File: src/rtl/cdb_pkg.sv
// Shared types and constants for the common-data-bus arbiter and its clients.
package cdb_pkg;

   localparam int CDB_NUM_FU = 4;
   localparam int CDB_TAG_W  = 6;
   localparam int CDB_DATA_W = 32;

   localparam int FU_ALU = 0;
   localparam int FU_MUL = 1;
   localparam int FU_LD  = 2;
   localparam int FU_BR  = 3;

   typedef struct packed {
      logic [CDB_TAG_W-1:0]  tag;
      logic [CDB_DATA_W-1:0] data;
   } cdb_pkt_t;

   // Index width that stays at least one bit for degenerate counts.
   function automatic int idx_w(input int n);
      return (n > 1) ? $clog2(n) : 1;
   endfunction

endpackage

File: src/rtl/cdb_arbiter_if.sv
// FU result handshake plus registered CDB broadcast; slave = arbiter, master = FU/consumer side.
interface cdb_arbiter_if import cdb_pkg::*; #(
   parameter int NUM_FU = CDB_NUM_FU,
   parameter int TAG_W  = CDB_TAG_W,
   parameter int DATA_W = CDB_DATA_W
) ();
   localparam int SRC_W = idx_w(NUM_FU);

   logic [NUM_FU-1:0]             fu_valid;
   logic [NUM_FU-1:0][TAG_W-1:0]  fu_tag;
   logic [NUM_FU-1:0][DATA_W-1:0] fu_data;
   logic [NUM_FU-1:0]             fu_ready;
   logic                          cdb_valid;
   logic [TAG_W-1:0]              cdb_tag;
   logic [DATA_W-1:0]             cdb_data;
   logic [SRC_W-1:0]              cdb_src;

   modport slave (
      input  fu_valid, fu_tag, fu_data,
      output fu_ready, cdb_valid, cdb_tag, cdb_data, cdb_src
   );

   modport master (
      output fu_valid, fu_tag, fu_data,
      input  fu_ready, cdb_valid, cdb_tag, cdb_data, cdb_src
   );

endinterface

File: src/rtl/cdb_rr_pick.sv
// Combinational round-robin picker: first set request at or above ptr_i, wrapping modulo N.
module cdb_rr_pick #(
   parameter int N     = 4,
   parameter int IDX_W = 2
) (
   input  logic [N-1:0]     req_i,
   input  logic [IDX_W-1:0] ptr_i,
   output logic [N-1:0]     grant_o,
   output logic [IDX_W-1:0] idx_o,
   output logic             any_req_o
);

   always_comb begin
      int   cand;
      logic found;
      grant_o   = '0;
      idx_o     = '0;
      found     = 1'b0;
      cand      = 0;
      for (int k = 0; k < N; k++) begin
         cand = int'(ptr_i) + k;
         if (cand >= N) cand = cand - N;
         if (!found && req_i[IDX_W'(cand)]) begin
            found                   = 1'b1;
            grant_o[IDX_W'(cand)]   = 1'b1;
            idx_o                   = IDX_W'(cand);
         end
      end
      any_req_o = found;
   end

endmodule

File: src/rtl/cdb_arbiter.sv
// CDB arbiter: per-FU one-entry slots, round-robin pick, registered broadcast.
// Optional flush port enabled by defining CDB_FLUSH_EN.
module cdb_arbiter import cdb_pkg::*; #(
   parameter int NUM_FU = CDB_NUM_FU,
   parameter int TAG_W  = CDB_TAG_W,
   parameter int DATA_W = CDB_DATA_W
) (
   input  logic clk,
   input  logic reset,
`ifdef CDB_FLUSH_EN
   input  logic flush,
`endif
   cdb_arbiter_if.slave bus
);
   localparam int SRC_W = idx_w(NUM_FU);

   logic [NUM_FU-1:0]             full_q, full_d;
   logic [NUM_FU-1:0][TAG_W-1:0]  tag_q, tag_d;
   logic [NUM_FU-1:0][DATA_W-1:0] data_q, data_d;
   logic [SRC_W-1:0]              rr_ptr_q, rr_ptr_d;
   logic                          cdb_valid_q, cdb_valid_d;
   logic [TAG_W-1:0]              cdb_tag_q, cdb_tag_d;
   logic [DATA_W-1:0]             cdb_data_q, cdb_data_d;
   logic [SRC_W-1:0]              cdb_src_q, cdb_src_d;

   logic [NUM_FU-1:0] pick_grant, grant, ready, accept;
   logic [SRC_W-1:0]  pick_idx;
   logic              pick_any, win;
   logic              flush_act;

`ifdef CDB_FLUSH_EN
   assign flush_act = flush;
`else
   assign flush_act = 1'b0;
`endif

   cdb_rr_pick #(.N(NUM_FU), .IDX_W(SRC_W)) u_pick (
      .req_i     (full_q),
      .ptr_i     (rr_ptr_q),
      .grant_o   (pick_grant),
      .idx_o     (pick_idx),
      .any_req_o (pick_any)
   );

   assign win    = pick_any & ~flush_act;
   assign grant  = pick_grant & {NUM_FU{~flush_act}};
   // A granted slot may be refilled in the same cycle it drains.
   assign ready  = (reset | flush_act) ? '0 : (~full_q | grant);
   assign accept = bus.fu_valid & ready;

   always_comb begin
      full_d      = full_q;
      tag_d       = tag_q;
      data_d      = data_q;
      rr_ptr_d    = rr_ptr_q;
      cdb_valid_d = 1'b0;
      cdb_tag_d   = cdb_tag_q;
      cdb_data_d  = cdb_data_q;
      cdb_src_d   = cdb_src_q;
      if (flush_act) begin
         full_d = '0;
      end else begin
         if (win) begin
            cdb_valid_d = 1'b1;
            cdb_tag_d   = tag_q[pick_idx];
            cdb_data_d  = data_q[pick_idx];
            cdb_src_d   = pick_idx;
            rr_ptr_d    = (pick_idx == SRC_W'(NUM_FU - 1)) ? '0 : pick_idx + SRC_W'(1);
         end
         for (int i = 0; i < NUM_FU; i++) begin
            if (grant[i]) full_d[i] = 1'b0;
            if (accept[i]) begin
               full_d[i] = 1'b1;
               tag_d[i]  = bus.fu_tag[i];
               data_d[i] = bus.fu_data[i];
            end
         end
      end
   end

   always_ff @(posedge clk) begin
      if (reset) begin
         full_q      <= '0;
         tag_q       <= '0;
         data_q      <= '0;
         rr_ptr_q    <= '0;
         cdb_valid_q <= 1'b0;
         cdb_tag_q   <= '0;
         cdb_data_q  <= '0;
         cdb_src_q   <= '0;
      end else begin
         full_q      <= full_d;
         tag_q       <= tag_d;
         data_q      <= data_d;
         rr_ptr_q    <= rr_ptr_d;
         cdb_valid_q <= cdb_valid_d;
         cdb_tag_q   <= cdb_tag_d;
         cdb_data_q  <= cdb_data_d;
         cdb_src_q   <= cdb_src_d;
      end
   end

   assign bus.fu_ready  = ready;
   assign bus.cdb_valid = cdb_valid_q;
   assign bus.cdb_tag   = cdb_tag_q;
   assign bus.cdb_data  = cdb_data_q;
   assign bus.cdb_src   = cdb_src_q;

endmodule

File: src/flat_wrapper.sv
// flat-port wrapper written by rule: the top's interface ports become plain ports
module cdb_arbiter_flat import cdb_pkg::*;
#(
   parameter int NUM_FU = CDB_NUM_FU,
   parameter int TAG_W  = CDB_TAG_W,
   parameter int DATA_W = CDB_DATA_W
)
  (clk, reset, bus_fu_valid, bus_fu_tag, bus_fu_data, bus_fu_ready, bus_cdb_valid, bus_cdb_tag, bus_cdb_data, bus_cdb_src);
  cdb_arbiter_if #(.NUM_FU(NUM_FU), .TAG_W(TAG_W), .DATA_W(DATA_W)) bus_i ();
  input  logic clk;
  input  logic reset;
  input wire logic [$bits(bus_i.fu_valid)-1:0] bus_fu_valid;
  input wire logic [$bits(bus_i.fu_tag)-1:0] bus_fu_tag;
  input wire logic [$bits(bus_i.fu_data)-1:0] bus_fu_data;
  output wire logic [$bits(bus_i.fu_ready)-1:0] bus_fu_ready;
  output wire logic [$bits(bus_i.cdb_valid)-1:0] bus_cdb_valid;
  output wire logic [$bits(bus_i.cdb_tag)-1:0] bus_cdb_tag;
  output wire logic [$bits(bus_i.cdb_data)-1:0] bus_cdb_data;
  output wire logic [$bits(bus_i.cdb_src)-1:0] bus_cdb_src;
  assign bus_i.fu_valid = bus_fu_valid;
  assign bus_i.fu_tag = bus_fu_tag;
  assign bus_i.fu_data = bus_fu_data;
  assign bus_fu_ready = bus_i.fu_ready;
  assign bus_cdb_valid = bus_i.cdb_valid;
  assign bus_cdb_tag = bus_i.cdb_tag;
  assign bus_cdb_data = bus_i.cdb_data;
  assign bus_cdb_src = bus_i.cdb_src;
  cdb_arbiter #(.NUM_FU(NUM_FU), .TAG_W(TAG_W), .DATA_W(DATA_W)) u_core (.clk(clk), .reset(reset), .bus(bus_i));
endmodule
File: config.mk
export PLATFORM = sky130hd
export DESIGN_NAME = cdb_arbiter_flat
export DESIGN_NICKNAME = d
export VERILOG_FILES = /design/src/rtl/cdb_pkg.sv /design/src/rtl/cdb_arbiter_if.sv /design/src/rtl/cdb_rr_pick.sv /design/src/rtl/cdb_arbiter.sv /design/src/flat_wrapper.sv
export SDC_FILE = /design/constraint.sdc
export NUM_CORES = 1
export LEC_CHECK = 0
export BUFFER_PORTS_ARGS = -buffer_cell sky130_fd_sc_hd__clkbuf_2
export CAP_MARGIN = 20
export CORE_MARGIN = 8
export CORE_UTILIZATION = 45
export DETAILED_ROUTE_END_ITERATION = 8
export PLACE_DENSITY = 0.78
export SLEW_MARGIN = 10
export SYNTH_ARGS = -nofsm -noshare
export SYNTH_HDL_FRONTEND = slang
export SYNTH_SLANG_ARGS = --single-unit
File: constraint.sdc
create_clock -name clk -period 3.4 [get_ports clk]
set_input_delay 0.68 -clock clk [delete_from_list [all_inputs] [get_ports clk]]
set_output_delay 0.68 -clock clk [all_outputs]
set_load 0.03 [all_outputs]
## Word-level counts from Yosys, hierarchy flattened

Index checks and enable logic that the tools add are counted.
Widths: inputs -> output; s select.

| operators by class | value |
|---|---|
| magnitude comparators | 13 |
| reductions and logical operators | 14 |
| bitwise operators | 6 |
| eq/ne operators | 1 |
| $add $sub $neg | 8 |
| muxes and demuxes | 51 |

Operators by type and width:

| operator | number |
|---|---|
| $bmux 32 s2 | 1 |
| $mux 32 | 1 |
| $mux 1 | 25 |
| $mux 4 | 5 |
| $mux 2 | 9 |
| $lt 2x4->1 const B | 4 |
| $or 4x4->4 | 4 |
| $bmux 6 s2 | 1 |
| $ge 3x3->1 const B | 3 |
| $bmux 1 s2 | 4 |
| $demux 1 s2 | 4 |
| $ge 2x1->1 const B | 4 |
| $reduce_bool 2->1 | 4 |
| $sub 2x1->2 const B | 4 |
| $logic_and 1x1->1 | 7 |
| $add 2x2->3 const B | 2 |
| $mux 6 | 1 |
| $and 4x4->4 | 1 |
| $not 4->4 | 1 |
| $add 2x1->3 const B | 1 |
| $ge 2x3->1 const B | 1 |
| $logic_not 1->1 | 3 |
| $lt 2x3->1 const B | 1 |
| $add 2x1->2 const B | 1 |
| $eq 2x2->1 const B | 1 |

| word-level totals | value |
|---|---|
| word-level logic and storage cells | 110 |
| output and inout port bits | 45 |
| flip-flop bits (word level) | 199 |

## Longest topological paths before layout

| logic depth | value |
|---|---|
| depth after elaboration | 19 |
| depth in mapped cells | 13 |
| depth with buffers taken out | 8 |

## Modules after synthesis

Synthesis repeated with hierarchy kept, for this count alone.

| second synthesis, totals | value |
|---|---|
| cells, all modules | 764 |
| area, all modules | 9332.7 µm² |

Modules (own cells, without submodules):

| module | cells each | seq. area each (µm²) | instances | area an instance (µm²) |
|---|---|---|---|---|
| cdb_arbiter | 701 | 3983.8 | 1 | 8832.2 |
| cdb_rr_pick | 63 | 0.0 | 1 | 500.5 |

## Worst setup path after synthesis

Ideal clock, no wire load.

| path | value |
|---|---|
| path kind | reg-to-reg |
| from | reg (tool-made name) |
| to | reg u_core.data_q[82] (netlist bit) |
| required time | 3.277 ns |
| arrival | 3.200 ns |
| stages on the path, launching flop included | 14 |
| path slack | 0.077 ns |
| path buffers | 5 |
| path through | dfxtp_1 -> buf_6 -> buf_4 -> inv_1 -> ha_1 -> mux4_2 -> buf_6 -> inv_2 -> o211ai_1 -> a41oi_1 -> nand2_1 -> buf_2 -> buf_6 -> mux2_1 |

RTL lines:

| what | line | source |
|---|---|---|
| end signal, assigned | cdb_arbiter.sv:94 | `data_q <= data_d;` |
| end, declared | cdb_arbiter.sv:19 | `logic [NUM_FU-1:0][DATA_W-1:0] data_q, data_d;` |

## Worst setup path in the final report

| path | value |
|---|---|
| from | reg u_core.rr_ptr_q[1] |
| to | out bus_fu_ready[2] |

| between the ends | value |
|---|---|
| cells in the longest elaborated chain, start to end | 17 |
| elaborated cells between the ends (all ways) | 65 |

RTL lines:

| what | line | source |
|---|---|---|
| start, declared | cdb_arbiter.sv:20 | `logic [SRC_W-1:0] rr_ptr_q, rr_ptr_d;` |
| start signal, assigned | cdb_arbiter.sv:95 | `rr_ptr_q <= rr_ptr_d;` |
| branches (longest 14 deep; another with $lt 2x4->1) | - |  |
| $mux 4 (*) | cdb_rr_pick.sv:23 | `if (!found && req_i[IDX_W'(cand)]) begin` |
| $or 4x4->4 (*) | cdb_arbiter.sv:48 | `assign ready = (reset \| flush_act) ? '0 : (~full_q \| grant);` |
| $mux 4 (*) | cdb_arbiter.sv:48 |  |
| end, declared | flat_wrapper.sv:15 | `output wire logic [$bits(bus_i.fu_ready)-1:0] bus_fu_ready;` |

Mark *: on every way between the ends. The select of a mux whose other input is x is not followed.

==> results <==
- In this run the clock root is driven by a sky130_fd_sc_hd__clkbuf_16.
- The number of buffers added to fix hold violations after cts is 0.
- Among all flip-flop cells after synthesis, the most frequent one is sky130_fd_sc_hd__dfxtp_1.
- Port buffering added 202 buffers.
- The power per cell area is 842 nW/um2.
- TritonCTS created 17 clock buffers.
- The commonest non-fill, non-tap cell in the layout is sky130_fd_sc_hd__clkbuf_2.
- The floorplan step defined a die boundary enclosing 24,800 um2.
- For this run, the detailed router's first-pass iteration total came to 5.
- The highest cell delay on the worst timing path is 0.42 ns.
- The vias after detailed routing is 7,008.
- Entering global routing, the biggest net connects 73 pins.
- Setup violations remaining at the end of the flow were counted as 0.
- The number of different library cells in the post-synthesis netlist is 46.
- In the routed design, unresolved DRC markers number 0.
- The kind of critical path is reg -> out.
- The worst path uses 93.9% of the clock period.
- At the worst endpoint, the required time is 2.72 ns.
- In the global route stage, overall resource usage came out at 19.6%.
- Measured against its own limit, the worst slew margin works out to 29.0%.
- The cell count after synthesis came out at 860.
- The via count of the first global-routing pass came to 7,310.
- The worst-margin pin slew is 1.06 ns.
- The clock arrives with 0.0168 ns of skew.
- The post-cts sizing count is 0.
- The run finished with clean final reports.
- Of the cells placed in the final design, the portion with a size suffix greater than 1 is 33.4%.
- In this run the worst path has a maximum fanout of 7.
- The Yosys warning count is 0.
- The part of the Yosys area used for sequential elements is 44.2%.
- The data arrival time of the worst path is 2.51 ns.
- Adding up every negative setup slack in the final design gives 0 ns.
- For this configuration, the core starts out at a cell density of 46.1%.
- The min-delay analysis places its worst path in the category in -> reg.
- Summed over all cells, the static leakage comes to 4.95 nW.
- The overall die height is 158 um.
- Counting along the longest clock path gives a buffer depth of 2.
- The wire length of the first global-routing pass is 38,400 um.
- The post-CTS repair timing setup buffer count is 0.
- Among all stages on the critical path, the largest delay is contributed by sky130_fd_sc_hd__ha_1.
- Summed over all layers, the global routing overflow is 0.
- At the end of routability-driven placement, the weighted congestion stood at 0.780.
- For this block, the initial DRC count from the detailed router was 394.
- The maximum VDD drop is 0.768 mV.
- After the last flow step, the layout net total stands at 1,196.
- Counting the fill cells in the layout gives 1,756.
- The signal on the critical path passes through inv_1 -> ha_1 -> mux4_2 -> inv_2 -> o211ai_1 -> a41oi_1 -> clkbuf_2.
- STA classifies the critical path endpoint as an output pin.
- The initial antenna violation count is 1.
- Static timing analysis puts the maximum clock frequency at 313 MHz.
- After synthesis, the share of flip-flops with an asynchronous set or reset is 0%.
- 203 I/O pins were placed.
- The tool flagged a number of max-cap violations equal to 0.
- The count of antenna diodes in the layout is 0.
- The maximum level of the CTS H-tree is 4.
- The final HPWL from detailed placement is 16,200 um.
- The mean post-synth cell area is 10.5 um2.
- The detail route stage leaves a number of antenna-violating nets equal to 0.
- Leaving out fill and tap cells, the most frequent cells in the layout are 201 x sky130_fd_sc_hd__clkbuf_2, 199 x sky130_fd_sc_hd__dfxtp_1, 84 x sky130_fd_sc_hd__mux2i_1.
- The final layout contains routed wiring with a total length of 24,500 um.
- For the worst-skew pair, the clock arrives at the later sink with an insertion delay of 0.44 ns.
- The floorplan has 51 rows.
- The area added between synthesis and finish is 19.8%.
- The final critical delay including setup and external delays is 3.19 ns.
- In the final routed layout, each cell accounts on average for 18.7 um.
- The die is 158 um wide.
- Counting flops and latches in the post-synthesis netlist gives 199.
- The hold slack is 0.451 ns.
- The final-report hold violation count is 0.
- The area of the core is 19,600 um2.
- The final number of max-transition violations was 0.
- Clock-pin slew was measured on the worst setup and hold paths at 0.07 ns.
- The net count after synthesis is 1,026.
- The sink count of the clock tree is 199.
- Setup repair after global routing left no endpoint under its margin.
- Dividing the detail-routed via count by the number of cells gives 5.36.
- After synthesis the cells add up to 9020 um2.
- TritonCTS built the clock tree.
- The synthesized design contains 0 enable-type register cells.
- The startpoint type of the worst setup path is a register.
==> synth_stat cells (all sizes together) (8+ instances only) <==
master,instances,area (um2)
dfxtp,199,3980
mux2,111,1370
mux2i,84,841
nor2,83,314
nor2b,80,508
o21ai,42,233
a21oi,40,200
nand3,39,195
clkbuf,36,135
buf,35,267
a221o,33,330
nand2,11,43.8
ha,8,100
==> cell families after synthesis <==
| family | after synthesis | synth area share [%] |
|---|---|---|
| mux | 199 | 25.5 |
| simple gates | 232 | 13.4 |
| buf+inv | 78 | 4.74 |
| flops | 199 | 44.2 |
| fa+ha+maj | 8 | 1.11 |
| compound gates | 144 | 11.1 |
==> state kept, by name, indices dropped and copies added (netlist names), named ones only <==
register,flops
u_core.bus.cdb_src,2
u_core.data_q,128
u_core.full_q,4
u_core.rr_ptr_q,1
u_core.tag_q,24
u_core.bus.cdb_valid,1
u_core.bus.cdb_tag,6
u_core.bus.cdb_data,32
==> stage by stage <==
stage               worst slack (ns)  utilization (%)  total power [W]  cells  instance area [um2]
finish                         0.207             55.2          0.00910   1308                10800
floorplan                     0.0769                -          0.00601    860                 9020
global route                  0.0648             55.2          0.00956   1308                10800
detailed placement             0.322             52.0          0.00705   1274                10200
global placement               0.462             52.0          0.00698   1274                10200
CTS                           0.0922             55.1          0.00913   1306                10800
==> power breakdown <==
part	total [W]	switching, W	internal [W]
logic	0.00403	0.00245	0.00158
registers	0.00302	0.000257	0.00276
clock network	0.00206	0.000993	0.00107
==> worst paths after layout <==
check | start | to | slack (ns) | cells past startpoint
max | u_core.rr_ptr_q[1]$_SDFFE_PP0P_ | bus_fu_ready[2] | 0.21 | 7
min | bus_fu_tag[17] | u_core.tag_q[17]$_SDFFE_PP0P_ | 0.45 | 2
max reg2reg | u_core.rr_ptr_q[1]$_SDFFE_PP0P_ | u_core.bus.cdb_tag[4]$_SDFFE_PP0P_ | 0.30 | 8
min reg2reg | u_core.bus.cdb_tag[2]$_SDFFE_PP0P_ | u_core.bus.cdb_tag[2]$_SDFFE_PP0P_ | 0.48 | 2
==> worst max-delay path: cells and delay by family, from the launching register on <==
family / cells / cell delay [ns]
DFF: 1 / 0.34
adders and majority gates: 1 / 0.42
muxes: 1 / 0.42
AOI/OAI and AO/OA: 2 / 0.43
buffers and inverters: 3 / 0.47
==> layout make-up <==
class	instances	area, um2	share of cell area (%)
Multi-Input combinational cell	583	4660	43.1
Clock inverter	14	160	1.48
Tap cell	265	332	3.07
Clock buffer	18	439	4.06
Sequential cell	199	3980	36.9
Timing Repair Buffer	222	1210	11.2
Inverter	7	26.3	0.243
==> routing by layer <==
metal | GRT usage [%] | vias up | wire length [um] | share of wire, %
met5 | 0 | - | 13 | 0.053
met3 | 4.63 | 26 | 1420 | 5.8
met2 | 32.1 | 213 | 11700 | 48
li1 | - | 3386 | - | -
met1 | 25.0 | 3381 | 10900 | 45
met4 | 6.48 | 2 | 393 | 1.6
(Power assumes the default switching activity.)
